<file path="src/rtl/m_w_reg_pkg.sv">
// Shared constants and types for the M/W pipeline register: reset/bubble values
// and the Tnew encoding used by the W-stage hazard logic.
package m_w_reg_pkg;

    localparam int unsigned TNEW_W = 2;

    typedef logic [TNEW_W-1:0] tnew_t;

    localparam tnew_t TNEW_0 = 2'd0;
    localparam tnew_t TNEW_1 = 2'd1;
    localparam tnew_t TNEW_2 = 2'd2;

    localparam logic [31:0] NOP_INSTR_DEF = 32'h0000_0000;
    localparam logic [31:0] RESET_PC_DEF  = 32'h0000_3000;

    // Writes to $0 are architecturally discarded, so they never reach the GRF.
    function automatic logic grf_write_en(input logic we, input logic valid, input logic [4:0] a3);
        return we & valid & (a3 != 5'd0);
    endfunction

endpackage

</file>
<file path="src/rtl/m_w_reg_if.sv">
// M-to-W stage bundle: M-side inputs, hazard controls and W-side registered outputs.
// The pipeline register itself uses the slave modport.
interface m_w_reg_if
    import m_w_reg_pkg::*;
#(
    parameter int unsigned DW = 32
);
    logic          Req;
    logic          stall;
    logic          flush;

    logic [31:0]   M_instr;
    logic [31:0]   M_pc;
    logic [DW-1:0] M_ALUout;
    logic [DW-1:0] M_DMout;
    logic [4:0]    M_A3;
    logic          M_RegWrite;
    tnew_t         M_Tnew;
    logic          M_valid;

    logic [31:0]   W_instr;
    logic [31:0]   W_pc;
    logic [DW-1:0] W_ALUout;
    logic [DW-1:0] W_DMout;
    logic [4:0]    W_A3;
    logic          W_RegWrite;
    tnew_t         W_Tnew;
    logic          W_valid;
    logic [31:0]   retire_cnt;

    modport master (
        output Req, stall, flush,
        output M_instr, M_pc, M_ALUout, M_DMout, M_A3, M_RegWrite, M_Tnew, M_valid,
        input  W_instr, W_pc, W_ALUout, W_DMout, W_A3, W_RegWrite, W_Tnew, W_valid,
        input  retire_cnt
    );

    modport slave (
        input  Req, stall, flush,
        input  M_instr, M_pc, M_ALUout, M_DMout, M_A3, M_RegWrite, M_Tnew, M_valid,
        output W_instr, W_pc, W_ALUout, W_DMout, W_A3, W_RegWrite, W_Tnew, W_valid,
        output retire_cnt
    );

endinterface

</file>
<file path="src/rtl/m_w_reg_tnew_dec.sv">
// Saturating Tnew decrement applied as an instruction advances one stage.
// Also reusable by the E/M register.
module m_w_reg_tnew_dec
    import m_w_reg_pkg::*;
(
    input  tnew_t i_tnew,
    output tnew_t o_tnew
);

    assign o_tnew = (i_tnew == TNEW_0) ? TNEW_0 : tnew_t'(i_tnew - TNEW_1);

endmodule

</file>
<file path="src/rtl/m_w_reg.sv">
// M/W pipeline register of the P7 MIPS core with stall, flush and CP0-request
// bubbles, plus a retired-instruction counter.
module m_w_reg
    import m_w_reg_pkg::*;
#(
    parameter int unsigned DW        = 32,
    parameter logic [31:0] RESET_PC  = RESET_PC_DEF,
    parameter logic [31:0] NOP_INSTR = NOP_INSTR_DEF
) (
    input  logic        clk,
    input  logic        reset,
    m_w_reg_if.slave    bus
);

    logic [31:0]   r_instr;
    logic [31:0]   r_pc;
    logic [DW-1:0] r_alu;
    logic [DW-1:0] r_dm;
    logic [4:0]    r_a3;
    logic          r_regwrite;
    tnew_t         r_tnew;
    logic          r_valid;
    logic [31:0]   r_retire_cnt;

    logic          w_bubble;
    logic          w_load;
    logic          w_regwrite;
    tnew_t         w_tnew;

    assign w_bubble   = bus.Req | bus.flush;
    assign w_load     = ~reset & ~w_bubble & ~bus.stall;
    assign w_regwrite = grf_write_en(bus.M_RegWrite, bus.M_valid, bus.M_A3);

    m_w_reg_tnew_dec u_tnew_dec (
        .i_tnew (bus.M_Tnew),
        .o_tnew (w_tnew)
    );

    always_ff @(posedge clk) begin
        if (reset) begin
            r_instr      <= NOP_INSTR;
            r_pc         <= RESET_PC;
            r_alu        <= '0;
            r_dm         <= '0;
            r_a3         <= '0;
            r_regwrite   <= 1'b0;
            r_tnew       <= TNEW_0;
            r_valid      <= 1'b0;
            r_retire_cnt <= '0;
        end else if (w_bubble) begin
            // Bubble keeps the incoming PC so EPC bookkeeping stays monotonic.
            r_instr    <= NOP_INSTR;
            r_pc       <= bus.M_pc;
            r_alu      <= '0;
            r_dm       <= '0;
            r_a3       <= '0;
            r_regwrite <= 1'b0;
            r_tnew     <= TNEW_0;
            r_valid    <= 1'b0;
        end else if (!bus.stall) begin
            r_instr    <= bus.M_instr;
            r_pc       <= bus.M_pc;
            r_alu      <= bus.M_ALUout;
            r_dm       <= bus.M_DMout;
            r_a3       <= bus.M_A3;
            r_regwrite <= w_regwrite;
            r_tnew     <= w_tnew;
            r_valid    <= bus.M_valid;
            if (bus.M_valid) begin
                r_retire_cnt <= r_retire_cnt + 32'd1;
            end
        end
    end

    assign bus.W_instr    = r_instr;
    assign bus.W_pc       = r_pc;
    assign bus.W_ALUout   = r_alu;
    assign bus.W_DMout    = r_dm;
    assign bus.W_A3       = r_a3;
    assign bus.W_RegWrite = r_regwrite;
    assign bus.W_Tnew     = r_tnew;
    assign bus.W_valid    = r_valid;
    assign bus.retire_cnt = r_retire_cnt;

    // Tnew=2 cannot legally reach the M stage; catch upstream decode bugs early.
    a_tnew_legal: assert property (
        @(posedge clk) disable iff (reset)
        (w_load && bus.M_valid) |-> (bus.M_Tnew != TNEW_2)
    );

endmodule
</file>
<file path="src/flat_wrapper.sv">
// flat-port wrapper written by rule: the top's interface ports become plain ports
module m_w_reg_flat import m_w_reg_pkg::*;
#(
    parameter int unsigned DW        = 32,
    parameter logic [31:0] RESET_PC  = RESET_PC_DEF,
    parameter logic [31:0] NOP_INSTR = NOP_INSTR_DEF
)
  (clk, reset, bus_Req, bus_stall, bus_flush, bus_M_instr, bus_M_pc, bus_M_ALUout, bus_M_DMout, bus_M_A3, bus_M_RegWrite, bus_M_Tnew, bus_M_valid, bus_W_instr, bus_W_pc, bus_W_ALUout, bus_W_DMout, bus_W_A3, bus_W_RegWrite, bus_W_Tnew, bus_W_valid, bus_retire_cnt);
  m_w_reg_if #(.DW(DW)) bus_i ();
  input  logic clk;
  input  logic reset;
  input wire logic [$bits(bus_i.Req)-1:0] bus_Req;
  input wire logic [$bits(bus_i.stall)-1:0] bus_stall;
  input wire logic [$bits(bus_i.flush)-1:0] bus_flush;
  input wire logic [$bits(bus_i.M_instr)-1:0] bus_M_instr;
  input wire logic [$bits(bus_i.M_pc)-1:0] bus_M_pc;
  input wire logic [$bits(bus_i.M_ALUout)-1:0] bus_M_ALUout;
  input wire logic [$bits(bus_i.M_DMout)-1:0] bus_M_DMout;
  input wire logic [$bits(bus_i.M_A3)-1:0] bus_M_A3;
  input wire logic [$bits(bus_i.M_RegWrite)-1:0] bus_M_RegWrite;
  input wire logic [$bits(bus_i.M_Tnew)-1:0] bus_M_Tnew;
  input wire logic [$bits(bus_i.M_valid)-1:0] bus_M_valid;
  output wire logic [$bits(bus_i.W_instr)-1:0] bus_W_instr;
  output wire logic [$bits(bus_i.W_pc)-1:0] bus_W_pc;
  output wire logic [$bits(bus_i.W_ALUout)-1:0] bus_W_ALUout;
  output wire logic [$bits(bus_i.W_DMout)-1:0] bus_W_DMout;
  output wire logic [$bits(bus_i.W_A3)-1:0] bus_W_A3;
  output wire logic [$bits(bus_i.W_RegWrite)-1:0] bus_W_RegWrite;
  output wire logic [$bits(bus_i.W_Tnew)-1:0] bus_W_Tnew;
  output wire logic [$bits(bus_i.W_valid)-1:0] bus_W_valid;
  output wire logic [$bits(bus_i.retire_cnt)-1:0] bus_retire_cnt;
  assign bus_i.Req = bus_Req;
  assign bus_i.stall = bus_stall;
  assign bus_i.flush = bus_flush;
  assign bus_i.M_instr = bus_M_instr;
  assign bus_i.M_pc = bus_M_pc;
  assign bus_i.M_ALUout = bus_M_ALUout;
  assign bus_i.M_DMout = bus_M_DMout;
  assign bus_i.M_A3 = bus_M_A3;
  assign bus_i.M_RegWrite = bus_M_RegWrite;
  assign bus_i.M_Tnew = bus_M_Tnew;
  assign bus_i.M_valid = bus_M_valid;
  assign bus_W_instr = bus_i.W_instr;
  assign bus_W_pc = bus_i.W_pc;
  assign bus_W_ALUout = bus_i.W_ALUout;
  assign bus_W_DMout = bus_i.W_DMout;
  assign bus_W_A3 = bus_i.W_A3;
  assign bus_W_RegWrite = bus_i.W_RegWrite;
  assign bus_W_Tnew = bus_i.W_Tnew;
  assign bus_W_valid = bus_i.W_valid;
  assign bus_retire_cnt = bus_i.retire_cnt;
  m_w_reg #(.DW(DW), .RESET_PC(RESET_PC), .NOP_INSTR(NOP_INSTR)) u_core (.clk(clk), .reset(reset), .bus(bus_i));
endmodule
</file>
<file path="config.mk">
export PLATFORM = sky130hd
export DESIGN_NAME = m_w_reg_flat
export DESIGN_NICKNAME = d
export VERILOG_FILES = /design/src/rtl/m_w_reg_pkg.sv /design/src/rtl/m_w_reg_if.sv /design/src/rtl/m_w_reg_tnew_dec.sv /design/src/rtl/m_w_reg.sv /design/src/flat_wrapper.sv
export SDC_FILE = /design/constraint.sdc
export NUM_CORES = 1
export LEC_CHECK = 0
export CAP_MARGIN = 20
export CORE_MARGIN = 10
export CORE_UTILIZATION = 25
export DETAILED_ROUTE_END_ITERATION = 12
export GPL_TIMING_DRIVEN = 1
export PLACE_DENSITY = 0.63
export SYNTH_ARGS = -nofsm -noshare
export SYNTH_HDL_FRONTEND = slang
export SYNTH_HIERARCHICAL = 1
export SYNTH_SLANG_ARGS = --single-unit
</file>
<file path="constraint.sdc">
create_clock -name clk -period 3.75 [get_ports clk]
set_clock_uncertainty 0.05 [all_clocks]
set_input_delay 1.125 -clock clk [delete_from_list [all_inputs] [get_ports clk]]
set_output_delay 1.125 -clock clk [all_outputs]
set_load 0.02 [all_outputs]
</file>
======== Word level (Yosys, flattened, before mapping) ========
Cells that the tools add are included.
storage, ports and cells
  logic and storage cells ................. 24
  bits of input ports ..................... 142
  register bits ........................... 169
  output and inout port bits .............. 169
cells by class
  multiplexer cells ....................... 3
  bitwise operators ....................... 5
  equality and inequality tests ........... 1
  add/sub/neg operators ................... 2
  reductions and logical operators ........ 4
operators with widths
  operator                                                            number
  32-bit two-way mux                                                  2
  32-bit by 1-bit adder with 32-bit output, second input constant     1
  5-bit nonzero test                                                  1
  3-bit AND reduction                                                 1
  1-bit AND                                                           2
  2-bit zero test                                                     1
  2-bit two-way mux                                                   1
  2-bit by 1-bit != test with 1-bit output, second input constant     1
  1-bit NOT                                                           2
  2-bit OR reduction                                                  1
  2-bit by 1-bit subtractor with 2-bit output, second input constant  1
  1-bit OR                                                            1

======== Depth between registers and ports, before layout ========
Gate-level depths: netlist (run 1).
  depth after elaboration ................. 3
  depth in mapped cells ................... 6
  depth with buffers taken out ............ 5

======== By module ========
The synthesis (run 1) kept the hierarchy.
by module, submodules not included
  module            times used  area an instance (um^2)  seq. area each (um^2)  cells each
  m_w_reg           1           6424.9                   3383.2                 672
  m_w_reg_tnew_dec  1           16.3                     0.0                    2

======== Worst setup path before layout (run 1) ========
Ideal clock, no wire load.
  kind .................................... input to register
  from .................................... in bus_stall
  to ...................................... reg u_core.r_retire_cnt[31] (netlist: u_core/bus.retire_cnt[31])
  path buffers ............................ 2
  stages .................................. 6
  setup slack ............................. 0.722 ns
  required time ........................... 3.577 ns
  data arrival time ....................... 2.854 ns
  setup time .............................. 0.123 ns
  path through ............................ or4b_4 > buf_6 > or3_4 > buf_6 > nor4_2 > mux2_1
between the ends
  longest elaborated chain between the ends .. 2
ends and longest elaborated chain
  element                        line                text
  start: declaration             flat_wrapper.sv:13  input wire logic [$bits(bus_i.stall)-1:0] bus_stall;
  1-bit NOT (no line)            --
  3-bit AND reduction (no line)  --
  end signal: assignment         m_w_reg.sv:70       r_retire_cnt <= r_retire_cnt + 32'd1;
  end: declaration               m_w_reg.sv:23       logic [31:0] r_retire_cnt;
Every way passes these cells.
A chain may end at the register's enable or synchronous reset.

======== Final worst setup path (run 1) ========
  from .................................... in bus_flush
  to ...................................... reg u_core.r_retire_cnt[25] (netlist: u_core/bus.retire_cnt[25])
between the ends
  longest elaborated chain between the ends .. 3
ends and longest elaborated chain
  element                        line                text
  start: declaration             flat_wrapper.sv:14  input wire logic [$bits(bus_i.flush)-1:0] bus_flush;
  1-bit OR                       m_w_reg.sv:30       assign w_bubble = bus.Req | bus.flush;
  1-bit NOT (no line)            --
  3-bit AND reduction (no line)  --
Every way passes these cells.

==> results.sh, run 1 <==
export IMPL_hp_class="flop to flop"
export IMPL_first_pass_iters=5
export IMPL_clk_path_buf_depth=2
export IMPL_cp_end_kind="flop"
export IMPL_via_per_inst=4.36
export IMPL_fill_cells=2482
export IMPL_cts_repair_resize_count=0
export IMPL_grt_overflow=0
export IMPL_ys_ff_latch=169
export IMPL_dp_hpwl_um=16300
export IMPL_cts_setup_buffers=0
export IMPL_grt_setup_unrepaired="no"
export IMPL_dr_max_layer_used="met4"
export IMPL_path_cells="clkdlybuf4s50_1 > or4b_4 > or4_4 > nor4_2 > mux2_1"
export IMPL_min_period_ps=3120
export IMPL_wl_met3_um=2400
export IMPL_grt_usage_pct=13.1
export IMPL_synth_edf_count=0
export IMPL_drc=0
export IMPL_p_per_area_nw_per_um2=401
export IMPL_core_area_um2=25300
export IMPL_cts_buffers=17
export IMPL_die_w_um=181
export IMPL_grt_max_degree=109
export IMPL_multi_input_area_um2=2860
export IMPL_critPathKind="input pin to flop"
export IMPL_ant_nets=0
export IMPL_place_congestion=0.763
export IMPL_ios=311
export IMPL_nNetsFinal=1107
export IMPL_ctsHoldBuffers=0
export IMPL_synth_top_flop_cell="dfxtp_1"
export IMPL_cp_max_fo=7
export IMPL_yosysSeqAreaShare_pct=52.5
export IMPL_worst_slew_pin_slew_ps=974
export IMPL_dieArea_um2=32600
export IMPL_p_leak_nw=4.03
export IMPL_met1Wirelength_um=9280
export IMPL_antenna_found_initial=1
export IMPL_met2_wirelength_um=10300
export IMPL_areaGrowthSynthToFinish_pct=62.7
export IMPL_synth_cell_types=38
export IMPL_finalCritPeriodShare_pct=83.3
export IMPL_slew_limit_headroom_pct=35.0
export IMPL_wl_um=22200
export IMPL_synth_async_reset_ratio_pct=0
export IMPL_register_area_um2=3380
export IMPL_critPathRequiredTime_ps=4010
export IMPL_yosys_warnings=6
export IMPL_peakVddDrop_mv=0.296
export IMPL_crit_arrival_ps=3380
export IMPL_crit_path_max_incr_delay_ps=620
export IMPL_clkSlewWorstSetupHoldPaths_ps=70
export IMPL_start_util_pct=25.5
export IMPL_reg2reg_depth=5
export IMPL_cp_start_kind="input pin"
export IMPL_fmax_mhz=320
export IMPL_drt_wirelength_per_cell_um=17.0
export IMPL_grt_pass1_wl_um=34200
export IMPL_cts_root_buf="clkbuf_16"
export IMPL_drt_iter0_markers=255
export IMPL_clock_latency_ps=420
export IMPL_hold_violations=0
export IMPL_synthCells=674
export IMPL_synth_area_um2=6440
export IMPL_cts_tree="yes"
export IMPL_syn_avg_cell_area_um2=9.56
export IMPL_status="finished clean"
export IMPL_drv_slew=0
export IMPL_max_cap_violations=0
export IMPL_finalSetupViolations=0
export IMPL_vias=5708
export IMPL_cts_sink_count=169
export IMPL_setup_tns_ps=0
export IMPL_grt_pass1_vias=5745
export IMPL_portBuffers=310
export IMPL_layout_drive_gt1_share_pct=5.73
export IMPL_cts_htree_levels=4
export IMPL_rows=58
export IMPL_postPlaceCellArea_um2=9850
export IMPL_die_y_um=181
export IMPL_slowest_stage="or4b_4"
export IMPL_final_cell_area_um2=10500
export IMPL_min_path_cells=2
export IMPL_synth_nets=817
==> report_power, final <==
part           internal, mW  switching (mW)  leakage, nW
Combinational         0.269           0.203         2.35
Clock                  1.02           0.850        0.307
Sequential             1.84          0.0207         1.37
Total                  3.13            1.07         4.03
==> kinds of logic after synthesis <==
group,after synthesis,synth area share [%]
AND/OR/NAND/NOR,273,20.2
XOR/XNOR,9,1.22
AO/OA/AOI/OAI,60,5.09
flip-flops,169,52.5
buffers and inverters,50,3.17
adder cells (fa/ha/maj),1,0.194
multiplexers,112,17.6
==> layer usage <==
layer  global-route usage (%)  vias to the layer above
li1                         -                     2872
met1                     14.6                     2613
met2                     21.1                      211
met3                     7.25                       12
met4                     3.28                        0
met5                        0                        -
==> state kept, by name, indices dropped and copies added, names as in the netlist <==
signal	cells
u_core/bus.W_RegWrite	1
u_core/bus.retire_cnt	32
u_core/bus.W_A3	5
u_core/bus.W_pc	32
u_core/bus.W_ALUout	32
u_core/bus.W_instr	32
u_core/bus.W_valid	1
u_core/bus.W_DMout	32
u_core/bus.W_Tnew	2
==> stage by stage <==
| step | hold slack [ps] | std cells | util (%) | worst slack [ps] | total power, mW |
|---|---|---|---|---|---|
| after detailed placement | 395 | 1275 | 39.0 | 208 | 2.37 |
| after global placement | 387 | 1275 | 39.0 | 255 | 2.37 |
| after global routing | 417 | 1307 | 41.5 | 576 | 4.38 |
| after floorplan | 479 | 674 | - | 722 | 2.10 |
| after CTS | 405 | 1307 | 41.5 | 638 | 4.28 |
| final | 399 | 1308 | 41.5 | 626 | 4.20 |
==> synthesized netlist by cell type, types with 2 or more instances <==
cell / count / share of area [%]
dfxtp_1: 169 / 53
nor2_1: 123 / 7.2
mux2i_1: 103 / 16
nand2_1: 79 / 4.6
a21oi_1: 46 / 3.6
clkbuf_1: 32 / 1.9
buf_1: 12 / 0.70
or4_1: 11 / 1.3
nand3_1: 10 / 0.78
nor2b_1: 10 / 0.97
o31ai_1: 10 / 1.2
mux2_1: 8 / 1.4
nand4_1: 8 / 0.78
and4_1: 6 / 0.82
nor4_1: 6 / 0.58
xor2_1: 6 / 0.82
nor4_2: 4 / 0.78
inv_1: 3 / 0.17
xnor2_1: 3 / 0.41
and3_1: 2 / 0.19
buf_6: 2 / 0.35
nand3b_1: 2 / 0.23
o21ai_0: 2 / 0.16
or3_1: 2 / 0.19
or3_2: 2 / 0.23
==> worst max-delay path: cells and delay by family <==
family	cells	cell delay [ps]
buffers and inverters	1	520
AND/OR/NAND/NOR	3	1390
multiplexers	1	350
==> cell usage in the layout, fill, tap and decap left out, types with 4 or more instances in the layout <==
cell type / Yosys / final
mux2_1: 8 / 8
mux2i_1: 103 / 103
clkinv_4: 0 / 4
clkdlybuf4s50_1: 0 / 308
clkbuf_16: 0 / 17
nor4_1: 6 / 6
buf_4: 0 / 6
and4_1: 6 / 6
nand3_1: 10 / 10
nor4_2: 4 / 4
nand2_1: 79 / 79
nor2_1: 123 / 123
xor2_1: 6 / 6
or4_1: 11 / 11
dfxtp_1: 169 / 169
o31ai_1: 10 / 10
nor2b_1: 10 / 10
a21oi_1: 46 / 46
nand4_1: 8 / 8
==> layout make-up <==
cell class	instances	share of cell area (%)
clock buffer	17	4.06
inverter	3	0.107
clock inverter	15	1.95
sequential	169	32.3
tap	330	3.94
antenna	1	0.0239
multi-input combinational	455	27.3
timing repair buffer	318	30.4
==> path summary, 6_finish.rpt <==
| path | end | start | slack, ps |
|---|---|---|---|
| hold reg to reg | u_core/bus.W_pc[21] | u_core/bus.W_pc[21] | 400 |
| setup reg to reg | u_core/bus.retire_cnt[28] | u_core/bus.retire_cnt[0] | 1550 |
| setup / recovery | u_core/bus.retire_cnt[25] | bus_flush | 630 |
| hold / removal | u_core/bus.W_pc[21] | u_core/bus.W_pc[21] | 400 |
Power figures use the tool's default switching activity.
==> inputs of run 2 (changes only) <==
Settings changed: PLACE_DENSITY 0.63 to 0.65.
Clock period 3.75 ns to 2.63 ns, I/O delays scaled along.
==> run 2 against run 1 <==
  * Sequential power grew 42%
  * Setup slack lost 600 ps
  * Core utilization grew 0.37 points
  * Clock power grew 32%
  * Die area is the same
  * Sequential share of layout area shrank 0.28 points
  * Final cell count grew 0.99%
  * Non-clock buffer count grew 14
  * Via count grew 1.5%
  * Largest cell class unchanged
  * Largest power group is now registers
==> results.sh, run 2 (synthesis gave the netlist of run 1 again) <==
export IMPL_cts_root_buf="clkbuf_16"
export IMPL_dp_hpwl_um=16400
export IMPL_power_switching_mw=1.53
export IMPL_grt_usage_pct=13.1
export IMPL_drt_wirelength_per_cell_um=16.8
export IMPL_dieArea_um2=32600
export IMPL_rows=58
export IMPL_ant_nets=0
export IMPL_final_cell_area_um2=10600
export IMPL_portBuffers=310
export IMPL_cts_setup_buffers=0
export IMPL_grt_max_degree=109
export IMPL_status="finished clean"
export IMPL_max_cap_violations=0
export IMPL_hp_class="flop to flop"
export IMPL_cts_sink_count=169
export IMPL_finalSetupViolations=0
export IMPL_start_util_pct=25.5
export IMPL_crit_arrival_ps=2910
export IMPL_pwr_share_clk_pct=42.7
export IMPL_rr_startpoint="u_core/bus.retire_cnt[0]"
export IMPL_cp_end_kind="flop"
export IMPL_instances_no_fill=1321
export IMPL_fin_util_pct=41.9
export IMPL_layout_cells_most_common_list="308 x clkdlybuf4s50_1, 169 x dfxtp_1, 123 x nor2_1"
export IMPL_die_y_um=181
export IMPL_grt_pass1_wl_um=34500
export IMPL_critPathKind="input pin to flop"
export IMPL_pre_cts_slack_ps=-434
export IMPL_cp_depth=5
export IMPL_drt_iter0_markers=199
export IMPL_fill_cells=2476
export IMPL_cp_max_fo=11
export IMPL_p_leak_nw=4.10
export IMPL_vias=5791
export IMPL_wl_um=22200
export IMPL_drv_slew=0
export IMPL_crit_path_max_incr_delay_ps=560
export IMPL_power_frac_seq_pct=45.5
export IMPL_cp_top_family="simple AND/OR/NAND/NOR gates"
export IMPL_totalPowerFinal_mw=5.81
export IMPL_grt_pass1_vias=5864
export IMPL_path_buf_inv=1
export IMPL_clkSlewWorstSetupHoldPaths_ps=70
export IMPL_via_per_inst=4.38
export IMPL_antenna_found_initial=0
export IMPL_setup_tns_ps=0
export IMPL_first_pass_iters=4
export IMPL_drc=0
export IMPL_cp_startpoint="bus_flush"
export IMPL_critPathRequiredTime_ps=2940
export IMPL_grt_setup_unrepaired="no"
export IMPL_hold_violations=0
export IMPL_place_inst=1289
export IMPL_clk_path_buf_depth=2
export IMPL_register_area_um2=3380
export IMPL_peakVddDrop_mv=0.333
export IMPL_nNetsFinal=1121
export IMPL_min_period_ps=2600
export IMPL_r2r_end="u_core/bus.retire_cnt[28]"
export IMPL_slowest_stage="or4b_4"
export IMPL_layout_setup_ws_ps=29.7
export IMPL_areaGrowthSynthToFinish_pct=64.2
export IMPL_clock_latency_ps=420
export IMPL_grt_overflow=0
export IMPL_fmax_mhz=385
export IMPL_worst_slew_pin_slew_ps=867
export IMPL_multi_input_area_um2=2870
export IMPL_ios=311
export IMPL_slew_limit_headroom_pct=42.2
export IMPL_layout_drive_gt1_share_pct=7.27
export IMPL_p_per_area_nw_per_um2=550
export IMPL_diodes=0
export IMPL_cts_buffers=17
export IMPL_combinationalPowerShare_pct=11.8
export IMPL_postPlaceCellArea_um2=9980
export IMPL_die_w_um=181
export IMPL_r2r_slack_ps=590
export IMPL_reg2reg_depth=6
export IMPL_place_congestion=0.760
export IMPL_hold_ws_ps=399
export IMPL_path_cells="clkdlybuf4s50_1 > or4b_4 > or3_4 > or4_4 > a21oi_2"
export IMPL_final_common_cell="clkdlybuf4s50_1"
export IMPL_cts_tree="yes"
export IMPL_cell_internal_pwr_mw=4.28
export IMPL_cts_htree_levels=4
export IMPL_finalCritPeriodShare_pct=98.9
export IMPL_switching_share_pct=26.3
export IMPL_core_area_um2=25300
export IMPL_crit_end="u_core/bus.retire_cnt[21]"
export IMPL_cp_start_kind="input pin"
run 2: cell count changes in the layout (fill, tap and decap cells not counted), sizes merged:
cell	before	now
diode	1	0
bufinv	2	0
inv	9	12
buf	10	24
clkinv	7	6
run 2: cell type report:
cell class                      count  share of cell area [%]
Multi-Input combinational cell    455                    27.2
Clock inverter                     15                    1.44
Inverter                            3                   0.106
Timing Repair Buffer              332                    31.3
Clock buffer                       17                    4.02
Tap cell                          330                    3.90
Sequential cell                   169                    32.0
run 2: worst min path at each step:
stage	cells past startpoint	endpoint	start
global placement	2	u_core/bus.W_pc[29]	u_core/bus.W_pc[29]
floorplan	2	u_core/bus.W_pc[0]	u_core/bus.W_pc[0]
CTS	2	u_core/bus.W_pc[7]	u_core/bus.W_pc[7]
detailed placement	2	u_core/bus.W_pc[28]	u_core/bus.W_pc[28]
global route	2	u_core/bus.W_pc[2]	u_core/bus.W_pc[2]
finish	2	u_core/bus.W_pc[29]	u_core/bus.W_pc[29]
run 2: metal layers:
metal  GRT usage, %  vias to the layer above  wire length (um)
met5              0                        -                 0
met4           3.18                        0               178
met3           7.15                       10              2390
met2           21.8                      210             10500
met1           14.3                     2672              9150
li1               -                     2899                 -
run 2: what timing repair did:
item,4_1_cts,5_1_grt
setup endpoints to repair,0,4
hold buffers,0,0
gates resized for setup,0,3
hold endpoints to repair,0,0
run 2: worst min-delay path, cell delays in order, from the launching register on:
cell and delay, ps:
dfxtp_1 310, nand2_1 50, a21oi_1 50
run 2: power by group through the flow:
stage	registers (mW)	logic (mW)	clock network [mW]
after CTS	2.65	0.694	2.58
after floorplan	2.78	0.212	0
after global routing	2.65	0.735	2.69
final	2.65	0.684	2.48
after global placement	2.70	0.687	0
after detailed placement	2.71	0.691	0
==> inputs of run 3 (changes only) <==
Settings changed: CORE_UTILIZATION 25 to 35, PLACE_DENSITY 0.65 to 0.82, SKIP_CTS_REPAIR_TIMING from default to 1.
==> run 3 against run 2 <==
  * Clock power hardly changed
  * Global-route usage up 4.1 points
  * Hold slack better by 1.6 ps
  * Maximum frequency is 0.37% lower
  * Clock-buffer cell count up 2
  * Setup slack worse by 9.8 ps
  * Critical path type unchanged
==> results.sh, run 3 (synthesis gave the netlist of run 1 again) <==
export IMPL_clk_path_buf_depth=2
export IMPL_critPathRequiredTime_ps=2920
export IMPL_die_y_um=156
export IMPL_drt_wirelength_per_cell_um=17.7
export IMPL_cts_tree="yes"
export IMPL_finalSetupViolations=0
export IMPL_place_congestion=0.790
export IMPL_diodes=0
export IMPL_cts_htree_levels=4
export IMPL_nNetsFinal=1117
export IMPL_grt_pass1_vias=6038
export IMPL_power_frac_seq_pct=45.8
export IMPL_instances_no_fill=1216
export IMPL_p_leak_nw=4.09
export IMPL_start_util_pct=35.7
export IMPL_first_pass_iters=4
export IMPL_grt_pass1_wl_um=33300
export IMPL_worst_slew_pin_slew_ps=834
export IMPL_cell_internal_pwr_mw=4.37
export IMPL_cts_sink_count=169
export IMPL_combinationalPowerShare_pct=11.7
export IMPL_power_switching_mw=1.42
export IMPL_via_per_inst=4.79
export IMPL_status="finished clean"
export IMPL_p_per_area_nw_per_um2=555
export IMPL_vias=5819
export IMPL_grt_overflow=0
export IMPL_drt_iter0_markers=262
export IMPL_grt_max_degree=109
export IMPL_crit_arrival_ps=2900
export IMPL_switching_share_pct=24.5
export IMPL_min_period_ps=2610
export IMPL_cp_end_kind="flop"
export IMPL_critPathKind="input pin to flop"
export IMPL_cts_buffers=17
export IMPL_totalPowerFinal_mw=5.79
export IMPL_core_area_um2=18000
export IMPL_die_w_um=156
export IMPL_finalCritPeriodShare_pct=99.2
export IMPL_clock_latency_ps=420
export IMPL_drc=0
export IMPL_portBuffers=310
export IMPL_dieArea_um2=24200
export IMPL_hold_violations=0
export IMPL_areaGrowthSynthToFinish_pct=61.8
export IMPL_clkSlewWorstSetupHoldPaths_ps=70
export IMPL_drv_slew=0
export IMPL_antenna_found_initial=0
export IMPL_dp_hpwl_um=16300
export IMPL_layout_drive_gt1_share_pct=6.69
export IMPL_rows=49
export IMPL_wl_um=21600
export IMPL_slew_limit_headroom_pct=44.4
export IMPL_peakVddDrop_mv=0.442
export IMPL_grt_usage_pct=17.2
export IMPL_fmax_mhz=383
export IMPL_layout_cells_most_common_list="308 x clkdlybuf4s50_1, 169 x dfxtp_1, 123 x nor2_1"
export IMPL_ant_nets=0
export IMPL_final_common_cell="clkdlybuf4s50_1"
export IMPL_pwr_share_clk_pct=42.5
export IMPL_cp_max_fo=11
export IMPL_cts_root_buf="clkbuf_16"
export IMPL_max_cap_violations=0
export IMPL_ios=311
export IMPL_cp_start_kind="input pin"
export IMPL_place_inst=1184
export IMPL_hp_class="flop to flop"
-- run 3: cell types whose count changed in the layout (fill, tap and decap cells not counted), moves of 2 or more --
cell        delta
buf_4          -4
clkinv_8       -2
clkinvlp_4     +2
inv_8          -2
-- run 3: worst max-delay path, stage by stage --
cell	delay (ps)
clkdlybuf4s50_1	430
or4b_4	550
or3_4	460
or4_1	490
a21oi_1	170
-- run 3: stage by stage --
step           TNS [ps]  worst slack (ps)  utilization [%]  cell area [um^2]  hold slack, ps
2_1_floorplan     -36.8             -12.3                -              6440             479
3_3_place_gp      -3510              -374             54.5              9820             387
3_5_place_dp      -4530              -471             54.5              9820             395
4_1_cts           -27.9             -27.9             57.7             10400             403
5_1_grt           -4.82             -4.82             57.8             10400             416
6_report              0              20.0             57.8             10400             400
-- run 3: final cells by class --
| type | count | area (um^2) |
|---|---|---|
| fill | 1564 | 7600 |
| inverter | 3 | 11.3 |
| clock buffer | 19 | 443 |
| multi-input combinational | 455 | 2880 |
| sequential | 169 | 3380 |
| timing repair buffer | 328 | 3280 |
| tap | 229 | 287 |
| clock inverter | 13 | 134 |
-- run 3: final timing paths --
path / from / to / slack (ps) / depth (start not counted)
setup reg to reg: u_core/bus.retire_cnt[5] / u_core/bus.retire_cnt[30] / 660 / 5
hold / removal: u_core/bus.W_pc[8] / u_core/bus.W_pc[8] / 400 / 2
setup / recovery: bus_flush / u_core/bus.retire_cnt[21] / 20 / 5
hold reg to reg: u_core/bus.W_pc[8] / u_core/bus.W_pc[8] / 400 / 2
-- run 3: layer usage --
| layer | routed length [um] | GRT usage (%) |
|---|---|---|
| met5 | 0 | 0 |
| met4 | 212 | 5.04 |
| met3 | 2470 | 9.10 |
| met2 | 10700 | 29.3 |
| met1 | 8200 | 18.0 |
-- run 3: power groups by stage --
stage	clock (mW)	sequential, mW	combinational (mW)
floorplan	0	2.78	0.212
global placement	0	2.70	0.677
detailed placement	0	2.71	0.683
CTS	2.53	2.65	0.687
global route	2.62	2.66	0.728
finish	2.46	2.65	0.678
